`config.mk`:
```
export PLATFORM = sky130hd
export DESIGN_NAME = load_store_unit
export DESIGN_NICKNAME = d
export VERILOG_FILES = /design/src/rtl/load_store_unit.sv
export SDC_FILE = /design/constraint.sdc
export NUM_CORES = 1
export LEC_CHECK = 0
export ABC_AREA = 1
export CORE_MARGIN = 4
export CORE_UTILIZATION = 30
export DETAILED_ROUTE_END_ITERATION = 6
export PLACE_DENSITY = 0.65
export SETUP_SLACK_MARGIN = 0.2
export SLEW_MARGIN = 15
export SYNTH_ARGS = -nofsm -noshare
export SYNTH_HDL_FRONTEND = slang
export SYNTH_SLANG_ARGS = --single-unit
```
`constraint.sdc`:
```
create_clock -name clk -period 2.3 [get_ports clk]
set_input_delay 0.69 -clock clk [delete_from_list [all_inputs] [get_ports clk]]
set_output_delay 0.69 -clock clk [all_outputs]
set_load 0.02 [all_outputs]
```
`src/rtl/load_store_unit.sv`:
```
// rtl/load_store_unit.sv - single-access load/store unit with byte-lane steering, load extension and bus timeout
// Stalls the core from issue until the access completes, then releases it for one commit cycle.
module load_store_unit #(
  parameter int TIMEOUT_CYCLES = 255
) (
  input  logic        clk,
  input  logic        rst_n,
  input  logic        rd_en,
  input  logic        wr_en,
  input  logic [2:0]  load,
  input  logic [1:0]  store,
  input  logic [31:0] addr,
  input  logic [31:0] wdata,
  output logic [31:0] rdata,
  output logic        stall,
  output logic        misalign_err,
  output logic        bus_err,
  output logic        mem_req,
  output logic        mem_we,
  output logic [31:0] mem_addr,
  output logic [3:0]  mem_be,
  output logic [31:0] mem_wdata,
  input  logic        mem_gnt,
  input  logic        mem_rvalid,
  input  logic [31:0] mem_rdata
);
  localparam int CW = $clog2(TIMEOUT_CYCLES + 1);
  localparam logic [CW-1:0] CNT_LAST = CW'(TIMEOUT_CYCLES - 1);

  typedef enum logic [1:0] {S_IDLE, S_REQ, S_WAIT, S_DONE} state_t;

  state_t        state_q, state_d;
  logic [CW-1:0] cnt_q, cnt_d;
  logic          mem_req_q, mem_req_d;
  logic          mem_we_q, mem_we_d;
  logic [31:0]   mem_addr_q, mem_addr_d;
  logic [3:0]    mem_be_q, mem_be_d;
  logic [31:0]   mem_wdata_q, mem_wdata_d;
  logic [31:0]   rdata_q, rdata_d;
  logic          is_load_q, is_load_d;
  logic [2:0]    ld_q, ld_d;
  logic [1:0]    off_q, off_d;

  logic          access, illegal, bad_code;
  logic [1:0]    sz;
  logic [3:0]    be_new;
  logic [31:0]   wdata_new, lane, load_ext;
  logic          stall_c, misalign_c, bus_err_c;

  assign access = rd_en | ~wr_en;

  // sz: 0 byte, 1 halfword, 2 word
  always_comb begin
    sz       = 2'd0;
    bad_code = 1'b0;
    if (rd_en) begin
      case (load)
        3'b000, 3'b011: sz = 2'd0;
        3'b001, 3'b100: sz = 2'd1;
        3'b010:         sz = 2'd2;
        default:        bad_code = 1'b1;
      endcase
    end else begin
      case (store)
        2'b00:   sz = 2'd0;
        2'b01:   sz = 2'd1;
        2'b10:   sz = 2'd2;
        default: bad_code = 1'b1;
      endcase
    end
  end

  assign illegal = bad_code | (rd_en & ~wr_en) | ((sz == 2'd1) & addr[0]) |
                   ((sz == 2'd2) & (addr[1:0] != 2'b00));

  always_comb begin
    case (sz)
      2'd0:    be_new = 4'b0001 << addr[1:0];
      2'd1:    be_new = 4'b0011 << addr[1:0];
      default: be_new = 4'b1111;
    endcase
    if (rd_en)            wdata_new = 32'h0;
    else if (sz == 2'd0)  wdata_new = {4{wdata[7:0]}};
    else if (sz == 2'd1)  wdata_new = {2{wdata[15:0]}};
    else                  wdata_new = wdata;
  end

  assign lane = mem_rdata >> {off_q, 3'b000};

  always_comb begin
    case (ld_q)
      3'b000:  load_ext = {{24{lane[7]}}, lane[7:0]};
      3'b001:  load_ext = {{16{lane[15]}}, lane[15:0]};
      3'b010:  load_ext = lane;
      3'b011:  load_ext = {24'h0, lane[7:0]};
      3'b100:  load_ext = {16'h0, lane[15:0]};
      default: load_ext = 32'h0;
    endcase
  end

  always_comb begin
    state_d     = state_q;
    cnt_d       = cnt_q;
    mem_req_d   = mem_req_q;
    mem_we_d    = mem_we_q;
    mem_addr_d  = mem_addr_q;
    mem_be_d    = mem_be_q;
    mem_wdata_d = mem_wdata_q;
    rdata_d     = rdata_q;
    is_load_d   = is_load_q;
    ld_d        = ld_q;
    off_d       = off_q;
    stall_c     = 1'b0;
    misalign_c  = 1'b0;
    bus_err_c   = 1'b0;
    case (state_q)
      S_IDLE: begin
        if (access && illegal) begin
          misalign_c = 1'b1;
          rdata_d    = 32'h0;
        end else if (access) begin
          stall_c     = 1'b1;
          state_d     = S_REQ;
          cnt_d       = '0;
          mem_req_d   = 1'b1;
          mem_we_d    = ~rd_en;
          mem_addr_d  = {addr[31:2], 2'b00};
          mem_be_d    = be_new;
          mem_wdata_d = wdata_new;
          is_load_d   = rd_en;
          ld_d        = load;
          off_d       = addr[1:0];
        end
      end
      S_REQ: begin
        stall_c = 1'b1;
        cnt_d   = cnt_q + 1'b1;
        // a granted store is complete; a granted load still owes its data
        if (mem_gnt && !is_load_q) begin
          mem_req_d = 1'b0;
          state_d   = S_DONE;
        end else if (cnt_q == CNT_LAST) begin
          bus_err_c = 1'b1;
          rdata_d   = 32'h0;
          mem_req_d = 1'b0;
          state_d   = S_DONE;
        end else if (mem_gnt) begin
          mem_req_d = 1'b0;
          state_d   = S_WAIT;
        end
      end
      S_WAIT: begin
        stall_c = 1'b1;
        cnt_d   = cnt_q + 1'b1;
        if (mem_rvalid) begin
          rdata_d = load_ext;
          state_d = S_DONE;
        end else if (cnt_q == CNT_LAST) begin
          bus_err_c = 1'b1;
          rdata_d   = 32'h0;
          state_d   = S_DONE;
        end
      end
      default: state_d = S_IDLE;
    endcase
  end

  always_ff @(posedge clk) begin
    if (!rst_n) begin
      state_q     <= S_IDLE;
      cnt_q       <= '0;
      mem_req_q   <= 1'b0;
      mem_we_q    <= 1'b0;
      mem_addr_q  <= 32'h0;
      mem_be_q    <= 4'h0;
      mem_wdata_q <= 32'h0;
      rdata_q     <= 32'h0;
      is_load_q   <= 1'b0;
      ld_q        <= 3'b000;
      off_q       <= 2'b00;
    end else begin
      state_q     <= state_d;
      cnt_q       <= cnt_d;
      mem_req_q   <= mem_req_d;
      mem_we_q    <= mem_we_d;
      mem_addr_q  <= mem_addr_d;
      mem_be_q    <= mem_be_d;
      mem_wdata_q <= mem_wdata_d;
      rdata_q     <= rdata_d;
      is_load_q   <= is_load_d;
      ld_q        <= ld_d;
      off_q       <= off_d;
    end
  end

  assign stall        = rst_n & stall_c;
  assign misalign_err = rst_n & misalign_c;
  assign bus_err      = rst_n & bus_err_c;
  assign rdata        = rdata_q;
  assign mem_req      = mem_req_q;
  assign mem_we       = mem_we_q;
  assign mem_addr     = mem_addr_q;
  assign mem_be       = mem_be_q;
  assign mem_wdata    = mem_wdata_q;

endmodule

```
==> results.sh <==
export IMPL_fin_crit_ns=2.47
export IMPL_synth_area_leaders="dfxtp_1 (37%), nand2_1 (22%), a21oi_1 (12%), nand3_1 (7.9%), nor2_1 (2.9%)"
export IMPL_worst_pin_slew_ns=0.732
export IMPL_initial_core_util_pct=30.6
export IMPL_gp_congestion=0.873
export IMPL_row_count=52
export IMPL_ant_nets=0
export IMPL_fin_setup_tns_ns=-0.411
export IMPL_hold_viol_final=0
export IMPL_globalRouteOverflowTotal=0
export IMPL_mostFrequentLayoutCell="nand2_1"
export IMPL_drc=0
export IMPL_final_cell_area_um2=10100
export IMPL_placed_cells=1456
export IMPL_synth_top_cell_area_share_pct=37.3
export IMPL_antenna_found_initial=2
export IMPL_crit_fanout=4
export IMPL_die_width_um=152
export IMPL_async_flop_share_pct=0
export IMPL_numCtsBuffers=17
export IMPL_yosysSeqAreaShare_pct=37.3
export IMPL_crit_path_end_kind="primary output"
export IMPL_start_kind="input port"
export IMPL_drt_iter0_drc=362
export IMPL_irDropWorstVdd_uv=572
export IMPL_grt_pass1_vias=6971
export IMPL_cts_root_buf="clkbuf_16"
export IMPL_core_area_um2=20300
export IMPL_cap_violations=0
export IMPL_fin_worst_skew_ns=0.00780
export IMPL_ys_warnings_count=0
export IMPL_cts_tree="done"
export IMPL_violations="setup timing"
export IMPL_required_ns=1.61
export IMPL_grt_max_degree=67
export IMPL_fmax_ghz=0.404
export IMPL_nets=1336
export IMPL_vias_per_cell=4.76
export IMPL_setup_violations=3
export IMPL_die_h_um=152
export IMPL_holdWs_ns=0.446
export IMPL_ys_types=36
export IMPL_wl_per_cell_um=15.0
export IMPL_drv_slew=0
export IMPL_ys_flop_type="dfxtp_1"
export IMPL_status="finished, violations left"
export IMPL_dieArea_um2=23100
export IMPL_synth_top_area_cell="dfxtp_1"
export IMPL_n_antenna_cell=0
export IMPL_area_growth_pct=62.8
export IMPL_dp_hpwl_um=15600
export IMPL_port_buffers=209
export IMPL_drive_gt1_share_pct=15.0
export IMPL_cts_path_max_buffers=2
export IMPL_h_tree_depth=4
export IMPL_place_ws_ns=-0.815
export IMPL_num_vias=7164
export IMPL_instances_no_fill=1506
export IMPL_io_pins=212
export IMPL_clk_insertion_delay_late_ns=0.42
export IMPL_firstDrtPassIters=5
export IMPL_synth_cells=960
export IMPL_synth_edf_count=0
export IMPL_slew_headroom_pct=51.2
export IMPL_hold_path_class="flop to flop"
export IMPL_numClockSinks=116
export IMPL_netlist_area_um2=6220
export IMPL_ys_seq_elements=116
export IMPL_worstPathArrival_ns=1.78
export IMPL_grt_pass1_wl_um=36300
export IMPL_rsz0062_at_grt="true"
export IMPL_worst_slack_ns=-0.174
export IMPL_dpl_cell_area_um2=9060
export IMPL_track_usage_pct=19.0
export IMPL_crit_type="input port to primary output"
export IMPL_routed_wl_um=22600
export IMPL_clkTransAtPathRegs_ns=0.06
export IMPL_p_leak_nw=4.95
export IMPL_final_period_utilization_pct=108
export IMPL_final_cell_mix="nand2_1 (357), a21oi_1 (151), dfxtp_1 (114)"
export IMPL_avgSynthCellArea_um2=6.48
export IMPL_powerDensity_nw_per_um2=866
==> synthesized netlist by cell type, types with 2 or more instances <==
cell and n:
nand4_1 2, o21ai_0 20, inv_2 5, nor2_2 2, inv_1 29, o21a_1 7
nor2_1 48, clkbuf_1 27, a21oi_1 151, nand3_1 98, nand3b_1 2, nor3_1 7
nand2_4 2, buf_6 6, buf_2 22, dfxtp_1 116, nand2_2 7, nand3_2 3
o211ai_1 9, buf_4 8, nand2_1 361, xnor2_1 2, clkinv_1 5, xor2_1 4
ha_1 6
==> state kept, by name, summed over array words and instances (netlist names) <==
name,count
mem_wdata,32
rdata,32
mem_addr,30
cnt_q,8
mem_be,4
ld_q,3
off_q,2
state_q,2
is_load_q,1
mem_req,1
mem_we,1
==> critical path: stages <==
cell and delay, ns:
buf_8 0.10, buf_8 0.13, inv_16 0.06, nor2_4 0.03
nand3_2 0.05, nand2_2 0.05, nand2_2 0.08, nand3_4 0.09
inv_4 0.07, nand2_4 0.05, a211oi_4 0.22, buf_6 0.16
==> report_power, final <==
group	switching (mW)	total [mW]	internal [mW]
Clock	1.16	2.70	1.54
Combinational	2.11	3.76	1.65
Sequential	0.103	2.31	2.20
==> stage by stage <==
stage               utilization (%)  power, mW
floorplan                         -       4.29
global placement               44.6       5.56
detailed placement             44.6       5.57
CTS                            48.4       8.68
global route                   49.9       9.28
finish                         49.9       8.77
==> area by class of cell <==
| cell class | instances | area [µm²] |
|---|---|---|
| fill | 2021 | 10200 |
| multi-input combinational | 743 | 3560 |
| timing repair buffer | 306 | 3140 |
| sequential | 116 | 2320 |
| clock buffer | 17 | 425 |
| tap | 270 | 338 |
| inverter | 39 | 174 |
| clock inverter | 15 | 160 |
==> cell families (layout without fill, tap and decap cells) <==
family	after synthesis	count (layout)	synth area share, %
simple gates	537	537	36.2
compound gates	191	191	16.3
flops	116	116	37.3
buf+inv	102	377	7.81
fa+ha+maj	6	6	1.21
xor+xnor	6	6	0.845
other cells	1	2	0.0603
mux	1	1	0.161
==> per-layer routing <==
layer  vias to the layer above  wire (µm)  global-route usage (%)
li1                       3664          -                       -
met1                      3248       9530                    23.0
met2                       219      10700                    31.4
met3                        29       1970                    7.82
met4                         4        340                    5.09
met5                         -         28                       0
==> path summary, 6_finish.rpt <==
check,start,endpoint,slack [ns],depth (start not counted)
worst max-delay path,rd_en,stall,-0.17,12
worst min-delay path,mem_req,mem_req,0.45,2
worst max register to register,cnt_q[0],state_q[0],0.37,11
worst min register to register,mem_req,mem_req,0.45,2
==> timing repair <==
action	4_1_cts	5_1_grt
setup endpoints to repair	149	99
gates resized for setup	95	68
hold buffers	0	0
pin swaps	13	5
gates cloned	2	2
buffers inserted	8	6
Note: power is estimated with default switching activity, not from simulation.
